## src/rtl/bus_grant_sched.sv

```systemverilog
// 4-master round-robin bus grant scheduler: bounded hold window, lock, one-cycle dead handover.
// Per-master grant counters are built only when BUS_ARB_STATS_EN is defined.
module bus_grant_sched #(
    parameter int MAX_HOLD = 16,
    parameter int HOLD_W   = 5
`ifdef BUS_ARB_STATS_EN
    , parameter int CNT_W  = 16
`endif
) (
    input  logic                 clk,
    input  logic                 reset,
    input  logic [3:0]           i_req,
    input  logic [3:0]           i_lock,
    output logic [3:0]           o_grant,
    output logic [1:0]           o_owner,
    output logic                 o_owner_vld,
    output logic                 o_preempt
`ifdef BUS_ARB_STATS_EN
    , input  logic               i_stats_clr
    , output logic [4*CNT_W-1:0] o_grant_cnt
`endif
);

    typedef enum logic [1:0] {S_IDLE, S_OWN, S_HANDOVER} state_t;

    localparam logic [HOLD_W-1:0] HOLD_SAT = HOLD_W'(MAX_HOLD - 1);

    state_t            r_state, w_state;
    logic [1:0]        r_owner, w_owner;
    logic [1:0]        r_last, w_last;
    logic [1:0]        r_nxt, w_nxt;
    logic [HOLD_W-1:0] r_hold, w_hold;
    logic [3:0]        r_grant, w_grant;
    logic              r_preempt, w_preempt;
    logic              w_enter;
    logic [3:0]        w_others;

    // Search order starts just after the last owner and ends on it.
    function automatic logic [1:0] f_rr_pick(input logic [3:0] req, input logic [1:0] last);
        logic [1:0] idx;
        f_rr_pick = last;
        for (int k = 4; k >= 1; k--) begin
            idx = last + 2'(k);
            if (req[idx]) f_rr_pick = idx;
        end
    endfunction

    function automatic logic [3:0] f_onehot(input logic [1:0] idx);
        f_onehot = 4'b0001 << idx;
    endfunction

    assign w_others = i_req & ~f_onehot(r_owner);

    always_comb begin
        w_state   = r_state;
        w_owner   = r_owner;
        w_last    = r_last;
        w_nxt     = r_nxt;
        w_hold    = r_hold;
        w_preempt = 1'b0;
        w_enter   = 1'b0;
        case (r_state)
            S_IDLE: begin
                if (|i_req) begin
                    w_state = S_OWN;
                    w_owner = f_rr_pick(i_req, r_last);
                    w_last  = w_owner;
                    w_hold  = '0;
                    w_enter = 1'b1;
                end
            end
            S_OWN: begin
                // Release wins over preemption when both hold in the same cycle.
                if (!i_req[r_owner]) begin
                    if (|w_others) begin
                        w_state = S_HANDOVER;
                        w_nxt   = f_rr_pick(i_req, r_last);
                    end else begin
                        w_state = S_IDLE;
                    end
                end else if (r_hold == HOLD_SAT && |w_others && !i_lock[r_owner]) begin
                    w_state   = S_HANDOVER;
                    w_nxt     = f_rr_pick(w_others, r_last);
                    w_preempt = 1'b1;
                end else if (r_hold != HOLD_SAT) begin
                    w_hold = r_hold + HOLD_W'(1);
                end
            end
            S_HANDOVER: begin
                if (i_req[r_nxt]) begin
                    w_state = S_OWN;
                    w_owner = r_nxt;
                    w_last  = r_nxt;
                    w_hold  = '0;
                    w_enter = 1'b1;
                end else begin
                    w_state = S_IDLE;
                end
            end
            default: w_state = S_IDLE;
        endcase
        w_grant = (w_state == S_OWN) ? f_onehot(w_owner) : 4'b0000;
    end

    always_ff @(posedge clk) begin
        if (reset) begin
            r_state   <= S_IDLE;
            r_owner   <= 2'd0;
            r_last    <= 2'd3;
            r_nxt     <= 2'd0;
            r_hold    <= '0;
            r_grant   <= 4'b0000;
            r_preempt <= 1'b0;
        end else begin
            r_state   <= w_state;
            r_owner   <= w_owner;
            r_last    <= w_last;
            r_nxt     <= w_nxt;
            r_hold    <= w_hold;
            r_grant   <= w_grant;
            r_preempt <= w_preempt;
        end
    end

    assign o_grant     = r_grant;
    assign o_owner     = r_owner;
    assign o_owner_vld = |r_grant;
    assign o_preempt   = r_preempt;

`ifdef BUS_ARB_STATS_EN
    logic [3:0][CNT_W-1:0] r_cnt;

    for (genvar gi = 0; gi < 4; gi++) begin : g_cnt
        always_ff @(posedge clk) begin
            if (reset || i_stats_clr)
                r_cnt[gi] <= '0;
            else if (w_enter && w_owner == 2'(gi) && r_cnt[gi] != '1)
                r_cnt[gi] <= r_cnt[gi] + CNT_W'(1);
        end
    end

    assign o_grant_cnt = r_cnt;
`endif

endmodule
```

## config.mk

```make
export PLATFORM = sky130hd
export DESIGN_NAME = bus_grant_sched
export DESIGN_NICKNAME = d
export VERILOG_FILES = /design/src/rtl/bus_grant_sched.sv
export SDC_FILE = /design/constraint.sdc
export NUM_CORES = 1
export LEC_CHECK = 0
export ABC_AREA = 1
export BUFFER_PORTS_ARGS = -buffer_cell sky130_fd_sc_hd__buf_2
export CORE_MARGIN = 1
export CORE_UTILIZATION = 57
export DETAILED_ROUTE_END_ITERATION = 16
export GPL_ROUTABILITY_DRIVEN = 0
export PLACE_DENSITY_LB_ADDON = 0.1
export SYNTH_ARGS = -nofsm -noshare
export SYNTH_HDL_FRONTEND = slang
export SYNTH_SLANG_ARGS = --single-unit
```

## constraint.sdc

```tcl
create_clock -name clk -period 2.05 [get_ports clk]
set_clock_uncertainty 0.1 [all_clocks]
set_input_delay 0.1025 -clock clk [delete_from_list [all_inputs] [get_ports clk]]
set_output_delay 0.1025 -clock clk [all_outputs]
set_load 0.02 [all_outputs]
```

Word level (Yosys, flattened, before mapping)

Cells that the tools add are included.

Add/subtract/negate cells: 4
$mul: 0
Divide/modulo/power cells: 0
$lt $le $gt $ge: 5
Equality and inequality tests: 11
Shift operators: 2
Mux-type cells: 46
Bitwise gates (word level): 5
Reductions and logical operators: 15

Operators with widths:

| kind                | number |
|---|---|
| $mux 2              | 17 |
| $mux 5              | 5 |
| $bmux 1 s2          | 9 |
| $lt 2x3->1 const B  | 5 |
| $pmux 5 s3          | 1 |
| $reduce_or 4->1     | 3 |
| $mux 1              | 11 |
| $ne 2x2->1 const B  | 5 |
| $pmux 2 s2          | 2 |
| $shl 1x2->4 const A | 2 |
| $pmux 2 s3          | 1 |
| $reduce_and 3->1    | 2 |
| $reduce_and 6->1    | 1 |
| $add 5x1->5 const B | 1 |
| $eq 5x4->1 const B  | 1 |
| $ne 5x4->1 const B  | 1 |
| $add 2x2->2 const B | 2 |
| $and 4x4->4         | 1 |
| $eq 2x1->1 const B  | 2 |
| $not 4->4           | 1 |
| $reduce_bool 2->1   | 2 |
| $not 1->1           | 3 |
| $reduce_bool 3->1   | 1 |
| $reduce_or 3->1     | 1 |
| 7 further kinds     | 8 |

Register bits: 18
Latch bits: 0
RAM bits: 0
Memory bits (read-only): 0
Input bits: 10
Output and inout bits: 8
Logic and storage cells: 95
Memories kept: 0

Depth between registers and ports, before layout

Gate-level depths: netlist of run 1.

Word-level depth: 12
Mapped depth: 14
Depth with buffers taken out: 14

Worst setup path after synthesis of run 1

OpenSTA, ideal clock, no wires.

Kind: reg2reg
Start point: register r_hold[0]
End point: register r_hold[0]
Setup time: 0.113 ns
Data arrival time: 1.454 ns
Data required time: 1.837 ns
Slack: 0.382 ns
Cell stages (with the launch flop): 14
Period minus slack after synthesis: 1.668 ns
Path through: dfxtp_1 ha_1 nand2_1 nor2_1 ha_1 o21ai_1 nor2_1 nand2_1 nand2b_4 nand2_2 nand2_4 inv_2 nor2_1 nor2_1

Cells in the longest elaborated chain, start to end: 5

RTL lines:

| element                                               | RTL line | RTL |
|---|---|---|
| start: declaration                                    | 32       | `logic [HOLD_W-1:0] r_hold, w_hold;` |
| start signal: assignment                              | 119      | `r_hold <= w_hold;` |
| $add 5x1->5 / $eq 5x4->1 (equally long branches)      | 86, 81   |  |
| $mux 5 / $logic_and 1x1->1 (equally long branches)    | 85, 81   |  |
| $mux 5 / $logic_and 1x1->1 (equally long branches)    | 81       | `end else if (r_hold == HOLD_SAT && \|w_others && !i_lock[r_owner]) begin` |
| $mux 5 / $ne 2x2->1 (equally long branches)           | --       |  |
| $pmux 5 s3 / $reduce_and 6->1 (equally long branches) | --       |  |

Several ways; a longest one is shown, not always the timed one. The select of a mux whose other input is x is not followed.
A chain may end at the register's enable or synchronous reset.

Worst setup path after layout of run 1

Same ends and word-level chain as after synthesis.

==> reports/qor.csv, run 1 <==
metric,value,unit
status,completed,
seq_area_frac_synth,25.7,%
grt_pass1_vias,1270,
numClockSinks,18,
hold_depth,2,
dieArea,0.00267,mm2
regToRegSetupSlack,0.18,ns
setup_slack,0.179,ns
post-place-ws,0.147,ns
postLayoutCellArea,0.00151,mm2
start_util,61.7,%
synthArstFlopShare,0,%
synth_top_cell_by_area,dfxtp_1,
dp.cells,264,
netlist-cell-type-count,30,
p_per_area,1470,mW/mm2
fp.dieH,51.6,um
post-route-min-period,1.87,ns
placed_cell_area,0.00148,mm2
critPathMaxFanout,5,
core,0.00228,mm2
crit_type,flip-flop to flip-flop,
grt-ovfl-total,0,
root_buffer,clkbuf_4,
max_cap_viol_count,0,
yosys_most_used_dff,dfxtp_1,
hold_path_class,input pin to flip-flop,
synth_nets,235,
drcViolationCount,0,
io_pins,18,
grt_usage,25.8,%
endpoint_kind,flip-flop,
min_from,reset,
antenna_found_initial,0,
nNetsFinal,253,
rr_worst_depth,13,
dr_total_vias,1462,
firstDrtPassIters,4,
r2r_end,r_hold[0],
yosys-top-cells-area,"dfxtp_1 (26%), nand2_1 (16%), nand3_1 (11%), nor2_1 (5.3%), nand2_2 (4.0%)",
drt.antenna.violating_nets,0,
final-max-slew-violation-count,0,
drt-total-wl,3090,um
required,2.14,ns
max-slew-margin-rel,71.3,%
rsz0062_at_grt,no,
clk_pin_slew_worst_paths,0.09,ns
r2r-start,r_hold[0],
antenna_cells,0,
worst_slew_pin_slew,0.430,ns
num_rows,17,
instances_no_fill,267,
peakVddDrop,0.000846,V
syn-mean-instance-area,6.30,um2
vias_per_cell,5.48,
grt_max_degree,14,
hold_viol,0,
cts_tree,yes,
leakage,0.757,nW
drtIter0Drc,57,
synth_common_cells,"nand2_1 (60), nand3_1 (30), nor2_1 (20)",
synth_top_area_share,25.7,%
max_freq,534,MHz
cts-htree-levels,1,
die_w,51.6,um
final_layout_size_suffix_gt1_share,27.2,%
postCtsSetupRepairBufs,0,
synth_area,0.00140,mm2
drt-wirelength-per-cell,11.6,um
yosysWarnings,0,
hpwlAfterDp,2520,um
cts_max_path_buffers,2,
areaGrowthSynthToFinish,7.58,%
syn-instance-count,223,
period_share,91.3,%
portBuffers,17,
yosysMostFrequentCell,nand2_1,
cp-start-kind,flip-flop,
fill_cells,214,
finalSetupViolations,0,
synth_seq_cells,18,
whs_endpoint,o_owner[0],
grt_pass1_wl,5270,um
setup_tns,0,ns
cp.arrival,1.96,ns
worstSkewPairLatency,0.29,ns
synth_edf_count,0,
cts_buffers,3,
p_total,0.00221,W
==> final cells by class <==
class	count	area, um2	area share [%]
multi-input cells	172	887	58.7
flip-flops and latches	18	363	24.0
inverters	28	110	7.29
repair buffers	18	92.6	6.13
well taps	28	35.0	2.32
clock buffers	3	22.5	1.49
==> through the flow <==
step | util [%] | hold slack [ns]
CTS | 66.1 | 0.00536
global route | 66.4 | 0.00438
floorplan | - | 0.305
detailed placement | 65.1 | 0.317
global placement | 65.1 | 0.313
finish | 66.4 | 0.0129
==> sequential cells by signal, summed over array words and instances (netlist names) <==
name       flops
r_state        2
r_nxt          2
o_grant        4
r_hold         5
r_last         2
o_preempt      1
o_owner        2
==> cells in the final DEF, fill, tap and decap left out, types with 2 or more instances in the layout <==
master    instances
inv_1            14
nor2_2            9
inv_2            11
a21oi_2           3
nand3_1          30
ha_1              2
o21ai_1           8
nand4_1           6
a22oi_1           2
dfxtp_1          16
buf_2            17
nand2_2          10
inv_4             2
clkbuf_4          3
dfxtp_2           2
nor2_1           20
nand2_1          59
nand2_4           4
a21oi_1           8
==> how the worst max path moves through the flow <==
stage,slack [ns],from,end
final,0.18,r_hold[0],r_hold[0]
after global routing,0.03,r_hold[0],r_nxt[0]
after CTS,0.09,r_hold[0],r_nxt[0]
after detailed placement,0.15,r_hold[0],r_nxt[0]
after global placement,0.20,r_hold[0],r_hold[0]
after floorplan,0.38,r_hold[0],r_hold[0]
==> critical path, stage by stage (launching register included) <==
cell and delay (ns):
dfxtp_2 0.37, ha_1 0.17, nand2_1 0.07, nor2_1 0.10, ha_1 0.19, o21ai_1 0.07, nor2_1 0.14, nand2_2 0.11
nand2b_4 0.09, nand2_2 0.08, nand2_4 0.09, inv_2 0.05, nor2_1 0.08, nor2_1 0.05
==> where the power goes <==
part	switching, W	internal, W
combinational	0.000929	0.000489
sequential	0.000155	0.000471
clock	0.000102	0.0000684
total	0.00119	0.00103
==> kinds of logic after synthesis <==
group | Yosys count | synth area share, %
AO/OA/AOI/OAI | 24 | 10.3
adder cells (fa/ha/maj) | 2 | 1.78
flip-flops | 18 | 25.7
AND/OR/NAND/NOR | 145 | 50.3
buffers and inverters | 33 | 11.3
XOR/XNOR | 1 | 0.624
==> per-layer routing <==
layer | vias up | GRT usage [%] | part of all wire [%]
met5 | - | 0 | 0
met4 | 0 | 4.50 | 0.71
met3 | 4 | 6.14 | 6.6
met2 | 49 | 42.6 | 45
met1 | 648 | 34.3 | 47
li1 | 761 | - | -
==> repair_timing <==
action,CTS,global route
gates resized for setup,0,3
setup endpoints to repair,0,4
hold buffers,0,0
Note: power is estimated with default switching activity, not from simulation.
==> run 2: changes to the inputs <==
--- a/config.mk
+++ b/config.mk
@@ -7,8 +7,11 @@
 export LEC_CHECK = 0
 export ABC_AREA = 1
 export BUFFER_PORTS_ARGS = -buffer_cell sky130_fd_sc_hd__buf_2
+export CAP_MARGIN = 20
+export CORE_ASPECT_RATIO = 1.2
 export CORE_MARGIN = 1
 export CORE_UTILIZATION = 57
+export CTS_CLUSTER_SIZE = 14
 export DETAILED_ROUTE_END_ITERATION = 16
 export GPL_ROUTABILITY_DRIVEN = 0
 export PLACE_DENSITY_LB_ADDON = 0.1
==> run 2 against run 1 <==
Compared with the run above:
- sequential cell count unchanged
- via count up 0.89%
- combinational power about the same
- fmax up 2.8%
- die area about the same
- routed wire length up 5.2%
- count of clock-buffer cells in the layout up 1
- power up 2.6%
- non-clock buffer count up 1
- critical path type unchanged
- highest routed layer unchanged
==> reports/qor.csv, run 2 (synthesized netlist as in run 1, its figures left out) <==
metric,value,unit
max-slew-margin-rel,72.5,%
grt_pass1_wl,5430,um
p_sw_share,52.6,%
finalSetupViolations,0,
pwr-share-clk,9.5,%
antenna_cells,0,
regArea,363,um2
cpMaxStageDelayCell,dfxtp_2,
postCtsSetupRepairBufs,0,
status,completed,
hold_path_class,input pin to flip-flop,
drt-wirelength-per-cell,12.0,um
endpoint_kind,flip-flop,
final-max-slew-violation-count,0,
path_common_cell,nand2_1,
die_w,47.3,um
required,2.19,ns
start_util,60.9,%
hpwlAfterDp,2650,um
multi_input_area,892,um2
nNetsFinal,254,
p_int,0.00108,W
utilization,66.8,%
num_rows,19,
drtIter0Drc,50,
grt-ovfl-total,0,
root_buffer,clkbuf_4,
instances_no_fill,272,
path_cells,"ha_1, nand2_1, nor2_2, ha_2, o21ai_1, nor2_1, nand2_2, nand2b_4, nand2_2, nand2_4, inv_2, nand2_1, nand2_1, nor2_1",
dr_total_vias,1475,
firstDrtPassIters,4,
fp.dieH,56.4,um
pwr-share-seq,27.5,%
grt_pass1_vias,1367,
max_freq,549,MHz
endpoint,r_hold[1],
mostFrequentLayoutCells,"nand2_1 (59), nand3_1 (30), nor2_1 (19)",
final_common_cell,nand2_1,
cts_max_path_buffers,2,
slowest_delay,0.36,ns
hold_viol,0,
numClockSinks,18,
vias_per_cell,5.42,
rsz0062_at_grt,no,
antenna_found_initial,0,
final_layout_size_suffix_gt1_share,28.6,%
worstSkewPairLatency,0.29,ns
portBuffers,17,
max_cap_viol_count,0,
largest_register,r_hold,
cts-htree-levels,1,
io_pins,18,
rr_worst_depth,14,
cts_buffers,3,
post-route-min-period,1.82,ns
leakage,0.768,nW
p_switching,0.00120,W
clk_pin_slew_worst_paths,0.10,ns
grt_max_degree,14,
grt_usage,27.5,%
drcViolationCount,0,
setup_tns,0,ns
combPwrFrac,63.0,%
r2r-start,r_hold[0],
drt-total-wl,3250,um
peakVddDrop,0.00101,V
cp_top_family,simple AND/OR/NAND/NOR gates,
areaGrowthSynthToFinish,9.72,%
critPathMaxFanout,5,
largest_register_ffs,5,
path_buf_inv,1,
crit_type,flip-flop to flip-flop,
fill_cells,222,
drt.antenna.violating_nets,0,
cts_tree,yes,
cp.depth,14,
dp.cells,268,
cp.arrival,1.96,ns
r2r_end,r_hold[1],
worst_slew_pin_slew,0.412,ns
cp-startpoint,r_hold[0],
core,0.00231,mm2
cp-start-kind,flip-flop,
regToRegSetupSlack,0.23,ns
period_share,88.8,%
dieArea,0.00267,mm2
p_per_area,1480,mW/mm2
## run 2: routing by layer
| metal | vias up | wire [um] | GRT usage, % |
|---|---|---|---|
| met1 | 679 | 1370 | 31.9 |
| li1 | 754 | - | - |
| met3 | 6 | 111 | 3.22 |
| met4 | 0 | 46 | 8.57 |
| met5 | - | 0 | 0 |
| met2 | 36 | 1730 | 49.3 |
## run 2: what timing repair did
action                     4_1_cts  5_1_grt
hold buffers                     0        0
setup endpoints to repair        0       11
resized for setup                0        5
## run 2: how the worst min path moves through the flow
stage / from / slack, ns / cells past startpoint / endpoint
final: reset / 0.02 / 2 / o_owner[0]
after global routing: reset / 0.03 / 2 / r_state[1]
after detailed placement: reset / 0.33 / 2 / o_owner[1]
after floorplan: i_req[0] / 0.31 / 4 / o_preempt
after global placement: reset / 0.32 / 2 / r_state[1]
after CTS: reset / 0.02 / 2 / o_owner[0]
## run 2: power by group through the flow
stage / Sequential, W / Combinational, W / Clock [W]
after floorplan: 0.000613 / 0.00117 / 0
after global placement: 0.000618 / 0.00138 / 0
after detailed placement: 0.000625 / 0.00142 / 0
after CTS: 0.000616 / 0.00142 / 0.000224
after global routing: 0.000639 / 0.00160 / 0.000235
final: 0.000624 / 0.00143 / 0.000217
## run 2: worst reg2reg max path, delay by kind of cell (launching register included)
kind | cells | cell delay (ns)
AND/OR/NAND/NOR | 10 | 0.84
buffers and inverters | 1 | 0.05
AO/OA/AOI/OAI | 1 | 0.06
flip-flops | 1 | 0.36
adder cells (fa/ha/maj) | 2 | 0.35
## run 2: stage by stage
stage | hold WS, ns | cell area [um2] | total power (W) | setup WS, ns
floorplan | 0.305 | 1400 | 0.00178 | 0.382
global placement | 0.321 | 1490 | 0.00199 | 0.316
detailed placement | 0.330 | 1490 | 0.00204 | 0.226
global route | 0.0288 | 1540 | 0.00248 | 0.0144
finish | 0.0217 | 1540 | 0.00227 | 0.230
CTS | 0.0186 | 1530 | 0.00226 | 0.176
## run 2: layout make-up
| class | count | share of cell area (%) |
|---|---|---|
| tap | 31 | 2.52 |
| sequential | 18 | 23.6 |
| timing repair buffer | 19 | 6.50 |
| clock buffer | 4 | 2.36 |
| multi-input combinational | 172 | 57.9 |
| inverter | 28 | 7.15 |
